[src/rtl/window_writer_pkg.sv]
// Shared definitions for the window reader/writer pair and the image Memory.
// Holds the RW bus encoding, the writer FSM states and the address mapping.
package window_writer_pkg;

    localparam logic [1:0] RW_IDLE  = 2'b00;
    localparam logic [1:0] RW_READ  = 2'b01;
    localparam logic [1:0] RW_WRITE = 2'b10;

    typedef enum logic [2:0] {
        ST_IDLE,
        ST_ISSUE,
        ST_WAIT,
        ST_NEXT,
        ST_DONE
    } wr_state_e;

    // Row-major pixel address; callers truncate to their bus width.
    function automatic int unsigned win_addr(
        input int unsigned row,
        input int unsigned col,
        input int unsigned width
    );
        return row * width + col;
    endfunction

endpackage

[src/rtl/window_writer_addr_gen.sv]
// Window row/column walker and pixel address generator.
// Exposes the address and element index of the *next* counter state.
module window_addr_gen
    import window_writer_pkg::*;
#(
    parameter int WINDOW_SIZE = 3,
    parameter int IMG_WIDTH   = 7,
    parameter int BUS_WIDTH   = 8,
    parameter int KW          = 4
) (
    input  logic                 clk_i,
    input  logic                 rst_i,
    input  logic                 load_i,
    input  logic [BUS_WIDTH-1:0] rstrt_i,
    input  logic [BUS_WIDTH-1:0] cstrt_i,
    input  logic                 adv_i,
    output logic [BUS_WIDTH-1:0] addr_o,
    output logic [KW-1:0]        idx_o,
    output logic                 last_o
);

    localparam int CW = (WINDOW_SIZE > 1) ? $clog2(WINDOW_SIZE) : 1;
    localparam logic [CW-1:0] EDGE = CW'(WINDOW_SIZE - 1);

    logic [BUS_WIDTH-1:0] rs_q, rs_d;
    logic [BUS_WIDTH-1:0] cs_q, cs_d;
    logic [CW-1:0]        r_q, r_d;
    logic [CW-1:0]        c_q, c_d;

    // Next-state: load the window origin, or step row-major.
    always_comb begin
        rs_d = rs_q;
        cs_d = cs_q;
        r_d  = r_q;
        c_d  = c_q;
        if (load_i) begin
            rs_d = rstrt_i;
            cs_d = cstrt_i;
            r_d  = '0;
            c_d  = '0;
        end else if (adv_i) begin
            if (c_q == EDGE) begin
                c_d = '0;
                r_d = r_q + CW'(1);
            end else begin
                c_d = c_q + CW'(1);
            end
        end
    end

    // Origin and counter registers; reset abandons any walk in progress.
    always_ff @(posedge clk_i) begin
        if (rst_i) begin
            rs_q <= '0;
            cs_q <= '0;
            r_q  <= '0;
            c_q  <= '0;
        end else begin
            rs_q <= rs_d;
            cs_q <= cs_d;
            r_q  <= r_d;
            c_q  <= c_d;
        end
    end

    // Wide product truncated to the bus: only the low address bits matter.
    assign addr_o = BUS_WIDTH'(win_addr(32'(rs_d) + 32'(r_d),
                                        32'(cs_d) + 32'(c_d),
                                        IMG_WIDTH));

    assign idx_o  = KW'(32'(r_d) * 32'(WINDOW_SIZE) + 32'(c_d));
    assign last_o = (r_q == EDGE) && (c_q == EDGE);

endmodule

[src/rtl/window_writer.sv]
// Writes one packed WINDOW_SIZE^2 pixel block back to the image Memory.
// Optional WAIT abort on missing DRDY: define WINDOW_WRITER_TIMEOUT_EN.
module window_writer
    import window_writer_pkg::*;
#(
    parameter int WINDOW_SIZE = 3,
    parameter int IMG_WIDTH   = 7,
    parameter int IMG_HEIGHT  = 7,
    parameter int BUS_WIDTH   = 8,
    parameter int DATA_WIDTH  = 16,
    parameter int TIMEOUT     = 15
) (
    input  logic                                      Wrt_CLK,
    input  logic                                      Wrt_RST,
    input  logic [BUS_WIDTH-1:0]                      Wrt_Rstrt,
    input  logic [BUS_WIDTH-1:0]                      Wrt_Cstrt,
    input  logic                                      Wrt_En,
    input  logic [DATA_WIDTH*WINDOW_SIZE*WINDOW_SIZE-1:0] Wrt_Data,
    input  logic                                      Wrt_DRDY,
    output logic [BUS_WIDTH-1:0]                      Wrt_MemAddr,
    output logic [DATA_WIDTH-1:0]                     Wrt_MemData,
    output logic [1:0]                                Wrt_Wen,
    output logic                                      Wrt_RDY,
    output logic                                      Wrt_ERR
);

    localparam int NELEM = WINDOW_SIZE * WINDOW_SIZE;
    localparam int KW    = (NELEM > 1) ? $clog2(NELEM) : 1;
    localparam int PW    = DATA_WIDTH * NELEM;

    wr_state_e            state_q;
    logic [PW-1:0]        data_q;
    logic [BUS_WIDTH-1:0] addr_q;
    logic [DATA_WIDTH-1:0] mdata_q;
    logic [1:0]           wen_q;
    logic                 rdy_q;
    logic                 err_q;

    logic                 load;
    logic                 adv;
    logic                 last;
    logic                 oob;
    logic [BUS_WIDTH-1:0] addr_nxt;
    logic [KW-1:0]        idx_nxt;
    logic [PW-1:0]        data_src;
    logic [DATA_WIDTH-1:0] elem;

`ifdef WINDOW_WRITER_TIMEOUT_EN
    localparam int TW = $clog2(TIMEOUT + 1);
    localparam logic [TW-1:0] TMO_LAST = TW'(TIMEOUT - 1);
    logic [TW-1:0] tmo_q;
`endif

    assign load = (state_q == ST_IDLE) && Wrt_En;
    assign adv  = (state_q == ST_NEXT) && !last;

    assign oob = (32'(Wrt_Rstrt) + 32'(WINDOW_SIZE) > 32'(IMG_HEIGHT)) ||
                 (32'(Wrt_Cstrt) + 32'(WINDOW_SIZE) > 32'(IMG_WIDTH));

    window_addr_gen #(
        .WINDOW_SIZE (WINDOW_SIZE),
        .IMG_WIDTH   (IMG_WIDTH),
        .BUS_WIDTH   (BUS_WIDTH),
        .KW          (KW)
    ) u_addr (
        .clk_i   (Wrt_CLK),
        .rst_i   (Wrt_RST),
        .load_i  (load),
        .rstrt_i (Wrt_Rstrt),
        .cstrt_i (Wrt_Cstrt),
        .adv_i   (adv),
        .addr_o  (addr_nxt),
        .idx_o   (idx_nxt),
        .last_o  (last)
    );

    // The first element comes straight off the input; later ones from the latch.
    assign data_src = (state_q == ST_IDLE) ? Wrt_Data : data_q;

    // Select the next element to be written from the packed window.
    always_comb begin
        elem = '0;
        for (int k = 0; k < NELEM; k++) begin
            if (idx_nxt == KW'(k)) begin
                elem = data_src[k*DATA_WIDTH +: DATA_WIDTH];
            end
        end
    end

    // Write sequencer with registered Memory-side outputs and status flags.
    always_ff @(posedge Wrt_CLK) begin
        if (Wrt_RST) begin
            state_q <= ST_IDLE;
            data_q  <= '0;
            addr_q  <= '0;
            mdata_q <= '0;
            wen_q   <= RW_IDLE;
            rdy_q   <= 1'b0;
            err_q   <= 1'b0;
`ifdef WINDOW_WRITER_TIMEOUT_EN
            tmo_q   <= '0;
`endif
        end else begin
            unique case (state_q)
                ST_IDLE: begin
                    if (Wrt_En) begin
                        data_q <= Wrt_Data;
                        if (oob) begin
                            state_q <= ST_DONE;
                            err_q   <= 1'b1;
                        end else begin
                            state_q <= ST_ISSUE;
                            wen_q   <= RW_WRITE;
                            addr_q  <= addr_nxt;
                            mdata_q <= elem;
                        end
                    end
                end
                ST_ISSUE: begin
                    state_q <= ST_WAIT;
`ifdef WINDOW_WRITER_TIMEOUT_EN
                    tmo_q   <= '0;
`endif
                end
                ST_WAIT: begin
                    if (Wrt_DRDY) begin
                        state_q <= ST_NEXT;
                        wen_q   <= RW_IDLE;
                    end
`ifdef WINDOW_WRITER_TIMEOUT_EN
                    else if (tmo_q == TMO_LAST) begin
                        state_q <= ST_DONE;
                        wen_q   <= RW_IDLE;
                        err_q   <= 1'b1;
                    end else begin
                        tmo_q <= tmo_q + TW'(1);
                    end
`endif
                end
                ST_NEXT: begin
                    if (last) begin
                        state_q <= ST_DONE;
                        rdy_q   <= 1'b1;
                    end else begin
                        state_q <= ST_ISSUE;
                        wen_q   <= RW_WRITE;
                        addr_q  <= addr_nxt;
                        mdata_q <= elem;
                    end
                end
                ST_DONE: begin
                    if (!Wrt_En) begin
                        state_q <= ST_IDLE;
                        rdy_q   <= 1'b0;
                        err_q   <= 1'b0;
                    end
                end
                default: state_q <= ST_IDLE;
            endcase
        end
    end

    assign Wrt_MemAddr = addr_q;
    assign Wrt_MemData = mdata_q;
    assign Wrt_Wen     = wen_q;
    assign Wrt_RDY     = rdy_q;
    assign Wrt_ERR     = err_q;

endmodule
[config.mk]
export PLATFORM = sky130hd
export DESIGN_NAME = window_writer
export DESIGN_NICKNAME = d
export VERILOG_FILES = /design/src/rtl/window_writer_pkg.sv /design/src/rtl/window_writer_addr_gen.sv /design/src/rtl/window_writer.sv
export SDC_FILE = /design/constraint.sdc
export NUM_CORES = 1
export LEC_CHECK = 0
export CAP_MARGIN = 40
export CORE_MARGIN = 3
export CORE_UTILIZATION = 45
export DETAILED_ROUTE_END_ITERATION = 16
export HOLD_SLACK_MARGIN = 0.03
export PLACE_DENSITY_LB_ADDON = 0.08
export SYNTH_ARGS = -nofsm -noshare
export SYNTH_HDL_FRONTEND = slang
export SYNTH_SLANG_ARGS = --single-unit
[constraint.sdc]
create_clock -name Wrt_CLK -period 12.9 [get_ports Wrt_CLK]
set_input_delay 2.58 -clock Wrt_CLK [delete_from_list [all_inputs] [get_ports Wrt_CLK]]
set_output_delay 2.58 -clock Wrt_CLK [all_outputs]
set_load 0.1 [all_outputs]
==> results.json, run 1 <==
{
  "path_buf_inv": 6,
  "start_util": 0.459,
  "ant_nets": 0,
  "hold_viol_final": 0,
  "netlist_area_mm2": 0.0104,
  "final_cells": 1788,
  "hpwl_um": 21400,
  "nNetsFinal": 1685,
  "clk_latency_ps": 440,
  "cp-end-kind": "register",
  "die-height_um": 158,
  "rows": 55,
  "drtIter0Drc": 807,
  "crit_cells": 19,
  "place_inst": 1756,
  "ios": 192,
  "cp_data_arrival_time_ps": 7920,
  "rsz0062_at_grt": "false",
  "crit_family": "adder cells",
  "cts_tree": "built",
  "ys_warn_count": 0,
  "cp_slowest_cell": "or4b_4",
  "area_growth_pct": 29.4,
  "cts.path.max_buffers": 2,
  "design.die.area_mm2": 0.0250,
  "num-fill-cells": 2117,
  "setup_viol": 0,
  "synth-seq-cells": 194,
  "htreeDepth": 4,
  "cts_hold_buf": 0,
  "grt_pass1_wl_um": 48400,
  "cts_buffers": 17,
  "synth-edff-count": 0,
  "fmax_mhz": 132,
  "num_vias": 9769,
  "status": "finished, final reports clean",
  "path_class": "input port to register",
  "crit-reg2reg-launch": "state_q[0]",
  "p_leak_nw": 5.41,
  "crit_chain": "clkdlybuf4s50_1 > or4b_4 > buf_16 > o21ai_0 > ha_1 > inv_1 > fa_1 > xnor2_1 > inv_1 > fa_1 > inv_1 > fa_1 > inv_1 > ha_1 > a21oi_1 > o21ai_0 > a31oi_1 > xnor3_1 > a211oi_2",
  "async_flop_share": 0,
  "wl_um": 31000,
  "antenna_found_initial": 0,
  "cts_setup_buffers": 0,
  "ys_seq_area_frac": 0.373,
  "avgSynthCellArea_um2": 7.77,
  "hold_path_class": "register to register",
  "syn_inst": 1341,
  "max_stage_delay_ps": 610,
  "ctsResizeCount": 0,
  "ys_types": 52,
  "relSlewSlack": 0.412,
  "required_ps": 13260,
  "syn_nets": 1536,
  "cts.sinks": 194,
  "skew_ps": 14.3,
  "core-area_mm2": 0.0227,
  "startpoint": "Wrt_En",
  "period_share": 0.586,
  "worstSetupEndpoint": "Wrt_MemAddr[7]",
  "grt_remaining_overflow": 0,
  "layout-drive-gt1-share": 0.0699,
  "whs_ps": 453,
  "drc_errors": 0,
  "clockRootBuffer": "clkbuf_16",
  "grt_max_degree": 111,
  "die_x_um": 158,
  "antenna_cells": 0,
  "grt_pass1_vias": 9009,
  "path_clk_slew_ps": 70,
  "reg2reg_slack_ps": 6880,
  "crit_top_cell": "inv_1",
  "avgViaCountPerCell": 5.46,
  "worstMarginPinSlew_ps": 879,
  "hp-start": "data_q[30]",
  "worstReg2RegEnd": "Wrt_MemData[2]",
  "cap_violations": 0,
  "p_per_area_mw_per_mm2": 113,
  "synth-main-ff-cell": "dfxtp_1",
  "slew_violations": 0,
  "gp_congestion": 0.828,
  "fin_crit_ps": 7560,
  "wire_per_inst_um": 17.3,
  "worst-path-max-fanout": 75,
  "final_core_util": 0.594,
  "grt_use_total": 0.245,
  "first_pass_iters": 5,
  "io_buffers": 190,
  "start_kind": "input port",
  "ir_worst_vdd_mv": 0.0719,
  "r2r_cells": 15,
  "tns_ps": 0
}
cell type report:
cell class	count	area [um^2]	area share
Inverter	37	139	0.0103
Sequential cell	194	3880	0.288
Timing Repair Buffer	231	2570	0.191
Multi-Input combinational cell	1009	5940	0.440
Clock buffer	19	453	0.0336
Clock inverter	13	145	0.0108
Tap cell	285	357	0.0264
synthesized netlist by cell type, types with 16 or more instances:
library cell | n | area share
a211oi_1 | 29 | 0.021
a21oi_1 | 204 | 0.098
clkbuf_1 | 66 | 0.024
dfxtp_1 | 194 | 0.37
ha_1 | 18 | 0.022
inv_1 | 37 | 0.013
mux2i_1 | 73 | 0.070
mux4_2 | 20 | 0.043
nand2_1 | 430 | 0.15
nor2_1 | 62 | 0.022
o21ai_0 | 16 | 0.0077
o22ai_1 | 18 | 0.011
xnor2_1 | 20 | 0.017
flip-flops by register name, indices dropped and copies added, names as in the netlist:
| signal | count |
|---|---|
| data_q | 144 |
| Wrt_MemData | 16 |
| Wrt_MemAddr | 8 |
| u_addr.cs_q | 8 |
| u_addr.rs_q | 8 |
| state_q | 3 |
| u_addr.c_q | 2 |
| u_addr.r_q | 2 |
| Wrt_ERR | 1 |
| Wrt_RDY | 1 |
| Wrt_Wen | 1 |
metrics by stage:
step / worst slack [ps] / area (um^2) / power (W)
floorplan: 5570 / 10400 / 0.000879
global placement: 4780 / 12300 / 0.000986
detailed placement: 4900 / 12900 / 0.000998
CTS: 5330 / 13500 / 0.00154
global route: 4990 / 13500 / 0.00160
finish: 5340 / 13500 / 0.00153
cells by family after synthesis:
| kind of cell | count (synthesis) | synth area share |
|---|---|---|
| mux | 94 | 0.114 |
| buf+inv | 138 | 0.0590 |
| flops | 194 | 0.373 |
| xor+xnor | 31 | 0.0274 |
| simple gates | 542 | 0.210 |
| other cells | 1 | 0.000360 |
| fa+ha+maj | 32 | 0.0475 |
| compound gates | 309 | 0.169 |
metal layers:
layer  global-route usage  share of wire  up-vias  wire length [um]
li1                     -              -     4838                 -
met3               0.0481          0.069       37              2130
met1                0.348           0.45     4553             13900
met5                    0              0        -                 0
met4               0.0721          0.022        0               684
met2                0.380           0.46      341             14300
worst register-to-register path: stages (launching register included):
cell and delay (ps):
dfxtp_1 630, nand3b_1 330, or4b_2 730, xnor2_1 150
nor2_1 220, inv_1 120, fa_1 550, inv_1 50
ha_1 810, nor2_1 180, nand2_1 500, a21oi_1 80
a2111oi_0 670, o21ai_0 450, nor4_1 290, a211oi_1 120
worst min path at each step:
stage / to / cells after the start / slack [ps]
after floorplan: data_q[22] / 2 / 430
after global placement: data_q[30] / 2 / 440
after detailed placement: data_q[29] / 2 / 450
after CTS: data_q[122] / 2 / 460
after global routing: data_q[87] / 2 / 470
final: data_q[30] / 2 / 450
where the power goes:
part	switching [W]	internal, W
Clock	0.000258	0.000285
Sequential	0.0000164	0.000632
Combinational	0.000180	0.000156
Total	0.000455	0.00107
placed cells by master (no fill, tap or decap), types with 9 or more instances in the layout:
master           netlist  final
a211oi_1              29     29
a21oi_1              204    204
a31oi_1               13     13
buf_16                 0      9
buf_8                  0     24
clkbuf_16              0     17
clkdlybuf4s50_1        0    189
dfxtp_1              194    194
fa_1                  13     13
ha_1                  18     18
inv_1                 37     37
mux2i_1               73     73
mux4_2                20     20
nand2_1              430    430
nor2_1                62     62
nor3_1                11     11
o21ai_0               16     16
o221ai_1              10     10
o22ai_1               18     18
xnor2_1               20     20
xor2_1                10     10
Note: power is estimated with default switching activity, not from simulation.
==> run 2, diff against run 1 <==
- clock period: 12.9 -> 6.7 ns (I/O delays scaled with it)
==> run 2 against run 1 <==
  * Non-clock buffer count increased by 7
  * Utilization increased by 0.072 points
  * Global-route usage about the same
  * Die area unchanged
  * Worst hold slack improved by 0.76 ps
  * Critical endpoint unchanged
  * Critical path type unchanged
  * First-iteration DRC count increased by 0.62%
  * Clock power increased by 92%
  * Largest cell class unchanged
  * Sequential power increased by 93%
  * Via count decreased by 0.14%
  * Clock-buffer cell count decreased by 2
  * Clock skew decreased by 4.6 ps
  * Highest routed layer is now met5
  * Total power increased by 92%
==> results.json, run 2 (same netlist as run 1, synthesis figures left out) <==
{
  "status": "finished, final reports clean",
  "worst-path-max-fanout": 15,
  "cts_tree": "built",
  "die-height_um": 158,
  "setup_viol": 0,
  "area_growth_pct": 29.5,
  "layout-drive-gt1-share": 0.0742,
  "antenna_found_initial": 2,
  "num_vias": 9755,
  "cp-end-kind": "register",
  "mostFrequentLayoutCells": "nand2_1, a21oi_1, dfxtp_1, clkdlybuf4s50_1, mux2i_1",
  "grt_remaining_overflow": 0,
  "cap_violations": 0,
  "ant_nets": 0,
  "wl_um": 31000,
  "path_class": "input port to register",
  "cts.sinks": 194,
  "nNetsFinal": 1692,
  "power_w": 0.00293,
  "core-area_mm2": 0.0227,
  "hpwl_um": 21800,
  "combPwrFrac": 0.220,
  "p_int_w": 0.00205,
  "fin_crit_ps": 6070,
  "dpl-instance-area_mm2": 0.0129,
  "hold_path_class": "register to register",
  "io_buffers": 190,
  "whs_ps": 454,
  "final_area_mm2": 0.0135,
  "start_kind": "input port",
  "cts_setup_buffers": 0,
  "p_per_area_mw_per_mm2": 217,
  "period_share": 0.907,
  "first_pass_iters": 6,
  "design.die.area_mm2": 0.0250,
  "avgViaCountPerCell": 5.43,
  "rsz0062_at_grt": "false",
  "rows": 55,
  "swShare": 0.301,
  "clk_latency_ps": 440,
  "grt_use_total": 0.245,
  "slew_violations": 0,
  "worstMarginPinSlew_ps": 887,
  "antenna_cells": 0,
  "tns_ps": 0,
  "p_leak_nw": 5.44,
  "required_ps": 7070,
  "clockRootBuffer": "clkbuf_16",
  "cts_buffers": 17,
  "mostFrequentLayoutCell": "nand2_1",
  "grt_pass1_wl_um": 48500,
  "regMostFlops": "data_q",
  "fmax_mhz": 165,
  "grt_pass1_vias": 9081,
  "gp_congestion": 0.837,
  "clock_power_share": 0.354,
  "skew_ps": 9.73,
  "power_switching_w": 0.000884,
  "cts_hold_buf": 0,
  "drtIter0Drc": 812,
  "die_x_um": 158,
  "hold_viol_final": 0,
  "wire_per_inst_um": 17.3,
  "cp_data_arrival_time_ps": 6440,
  "htreeDepth": 4,
  "largest_reg_flops": 144,
  "path_clk_slew_ps": 80,
  "ir_worst_vdd_mv": 0.129,
  "ctsResizeCount": 0,
  "ios": 192,
  "cts.path.max_buffers": 2,
  "grt_max_degree": 106,
  "start_util": 0.459,
  "power_frac_seq": 0.426,
  "drc_errors": 0,
  "relSlewSlack": 0.409
}
==> run 2: final cells by class <==
class                           count  area [um^2]
Multi-Input combinational cell   1009         5940
Clock buffer                       17          425
Timing Repair Buffer              238         2590
Clock inverter                     15          169
Fill cell                        2047         9210
Sequential cell                   194         3880
Inverter                           37          139
Tap cell                          285          357
==> run 2: layer usage <==
layer	GRT usage	up-vias	routed length (um)
met5	0	-	22
met3	0.0528	42	2160
met4	0.0655	4	547
met1	0.340	4562	13800
met2	0.389	291	14500
li1	-	4856	-
==> run 2: final timing paths <==
| check | from | end | slack [ps] | cells past startpoint |
|---|---|---|---|---|
| worst max-delay path | Wrt_En | Wrt_MemAddr[7] | 630 | 18 |
| worst min-delay path | data_q[63] | data_q[63] | 450 | 2 |
| worst max register to register | state_q[0] | Wrt_MemAddr[7] | 920 | 19 |
| worst min register to register | data_q[63] | data_q[63] | 450 | 2 |
==> run 2: through the flow <==
step | instances | util | worst slack (ps)
floorplan | 1341 | - | 612
global placement | 1730 | 0.543 | 351
detailed placement | 1763 | 0.568 | 233
CTS | 1795 | 0.595 | 644
global route | 1795 | 0.595 | 189
finish | 1795 | 0.595 | 626
==> run 2: critical path, cell delays in order <==
cell and delay, ps:
clkdlybuf4s50_1 600, or4b_4 620, o21ai_0 240, ha_1 230
inv_1 70, fa_1 460, xnor2_1 260, inv_1 120
fa_1 490, inv_1 50, fa_1 470, inv_1 40
ha_1 320, a21oi_1 260, o21ai_0 150, a31oi_1 220
xnor3_1 260, a211oi_2 210
==> run 2: power groups by stage <==
stage                     sequential, W  combinational, W  clock (W)
after global routing            0.00126          0.000717    0.00110
after floorplan                 0.00127          0.000421          0
after global placement          0.00127          0.000625          0
after detailed placement        0.00128          0.000643          0
final                           0.00125          0.000646    0.00104
after CTS                       0.00125          0.000648    0.00106
==> run 3, diff against run 2 <==
- CTS_BUF_LIST: default -> sky130_fd_sc_hd__clkbuf_4
- SETUP_SLACK_MARGIN: default -> 0.3
==> run 3 against run 2 <==
  * Sequential power about the same
  * Largest power group unchanged
  * Sequential share of layout area up 0.64 points
  * Design area down 2.2%
  * Clock-buffer cell count unchanged
  * Critical path depth unchanged
  * Combinational power about the same
  * Wire length down 1.1%
  * Worst setup slack better by 150 ps
  * Largest cell class unchanged
  * First-iteration DRC count down 4.7%
  * Highest routed layer unchanged
  * Utilization down 1.3 points
==> results.json, run 3 (same netlist as run 1, synthesis figures left out) <==
{
  "worst-path-max-fanout": 15,
  "clk_latency_ps": 590,
  "rsz0062_at_grt": "false",
  "wl_um": 30600,
  "reg2reg_slack_ps": 910,
  "worstReg2RegEnd": "Wrt_MemAddr[7]",
  "fmax_mhz": 169,
  "cts_setup_buffers": 0,
  "ios": 192,
  "mostFrequentLayoutCells": "nand2_1, a21oi_1, dfxtp_1, clkdlybuf4s50_1, mux2i_1",
  "grt_pass1_wl_um": 47700,
  "gp_congestion": 0.837,
  "cp_data_arrival_time_ps": 6450,
  "r2r_cells": 19,
  "start_kind": "input port",
  "ir_worst_vdd_mv": 0.112,
  "die_x_um": 158,
  "grt_use_total": 0.242,
  "grt_remaining_overflow": 0,
  "layout-drive-gt1-share": 0.0742,
  "hp-start": "data_q[63]",
  "min_path_cells": 2,
  "rows": 55,
  "drtIter0Drc": 774,
  "required_ps": 7220,
  "hold_path_class": "register to register",
  "grt_max_degree": 106,
  "min_to": "data_q[63]",
  "core-area_mm2": 0.0227,
  "cap_violations": 0,
  "wire_per_inst_um": 17.1,
  "cts.sinks": 194,
  "cts_buffers": 17,
  "design.die.area_mm2": 0.0250,
  "setup_viol": 0,
  "regMostFlops": "data_q",
  "hold_viol_final": 0,
  "fin_crit_ps": 5930,
  "first_pass_iters": 7,
  "area_growth_pct": 26.7,
  "worstMarginPinSlew_ps": 877,
  "cts_hold_buf": 0,
  "crit_chain": "clkdlybuf4s50_1 > or4b_4 > o21ai_0 > ha_1 > inv_1 > fa_1 > xnor2_1 > inv_1 > fa_1 > inv_1 > fa_1 > inv_1 > ha_1 > a21oi_1 > o21ai_0 > a31oi_1 > xnor3_1 > a211oi_2",
  "skew_ps": 34.2,
  "grt_pass1_vias": 9007,
  "tns_ps": 0,
  "crit_top_cell": "inv_1",
  "crit-reg2reg-launch": "state_q[0]",
  "final_area_mm2": 0.0132,
  "mostFrequentLayoutCell": "nand2_1",
  "avgViaCountPerCell": 5.41,
  "io_buffers": 190,
  "p_per_area_mw_per_mm2": 193,
  "largest_reg_flops": 144,
  "cts.path.max_buffers": 2,
  "start_util": 0.459,
  "period_share": 0.884,
  "ctsResizeCount": 0,
  "cp-end-kind": "register",
  "relSlewSlack": 0.415,
  "status": "finished, final reports clean",
  "clockRootBuffer": "clkbuf_4",
  "cp_slowest_cell": "or4b_4",
  "hpwl_um": 21800,
  "power_w": 0.00255,
  "htreeDepth": 4,
  "ant_nets": 0,
  "path_class": "input port to register",
  "drc_errors": 0,
  "path_clk_slew_ps": 180,
  "cts_tree": "built",
  "max_stage_delay_ps": 620,
  "die-height_um": 158,
  "nNetsFinal": 1692,
  "slew_violations": 0,
  "num_vias": 9730,
  "antenna_found_initial": 6,
  "p_leak_nw": 5.31,
  "dpl-instance-area_mm2": 0.0129
}
run 3: cell types whose count changed in the layout (fill, tap and decap cells not counted), sizes merged:
| cell | delta |
|---|---|
| diode | +2 |
run 3: critical path: cells and delay by family:
family                   cells  cell delay (ps)
adder cells (fa/ha/maj)      5             1980
AO/OA/AOI/OAI                5             1090
buffers and inverters        5              880
AND/OR/NAND/NOR              1              620
XOR/XNOR                     2              540
run 3: worst max path at each step:
stage          slack, ps  startpoint        endpoint
6_report             770      Wrt_En  Wrt_MemAddr[7]
5_1_grt              390      Wrt_En  Wrt_MemAddr[7]
4_1_cts              840      Wrt_En  Wrt_MemAddr[7]
3_5_place_dp         230      Wrt_En  Wrt_MemAddr[7]
3_3_place_gp         350      Wrt_En  Wrt_MemAddr[7]
2_1_floorplan        610      Wrt_En  Wrt_MemAddr[7]
run 3: metal layers:
metal / share of wire / wire length (um) / track usage / vias to the layer above
met1: 0.45 / 13700 / 0.333 / 4529
met5: 0.0016 / 50 / 0 / -
met2: 0.46 / 14000 / 0.373 / 294
met3: 0.071 / 2180 / 0.0604 / 45
li1: - / - / - / 4854
met4: 0.026 / 788 / 0.0791 / 8
run 3: stage by stage:
step | hold WS (ps) | util | instances | setup slack [ps]
after floorplan | 433 | - | 1341 | 612
after global placement | 438 | 0.543 | 1730 | 351
after detailed placement | 445 | 0.568 | 1763 | 233
after CTS | 465 | 0.582 | 1795 | 840
after global routing | 485 | 0.582 | 1796 | 385
final | 464 | 0.582 | 1797 | 775
run 3: cell type report:
cell class	count	area [um^2]
clock inverters	15	169
flip-flops and latches	194	3880
fillers	2102	9500
well taps	285	357
clock buffers	17	128
multi-input cells	1009	5940
diodes	2	5.00
inverters	37	139
repair buffers	238	2590
run 3: report_power, final:
| part | internal [W] | total [W] | switching, W |
|---|---|---|---|
| Sequential | 0.00122 | 0.00125 | 0.0000319 |
| Combinational | 0.000300 | 0.000644 | 0.000345 |
| Clock | 0.000204 | 0.000657 | 0.000452 |
| Total | 0.00172 | 0.00255 | 0.000829 |
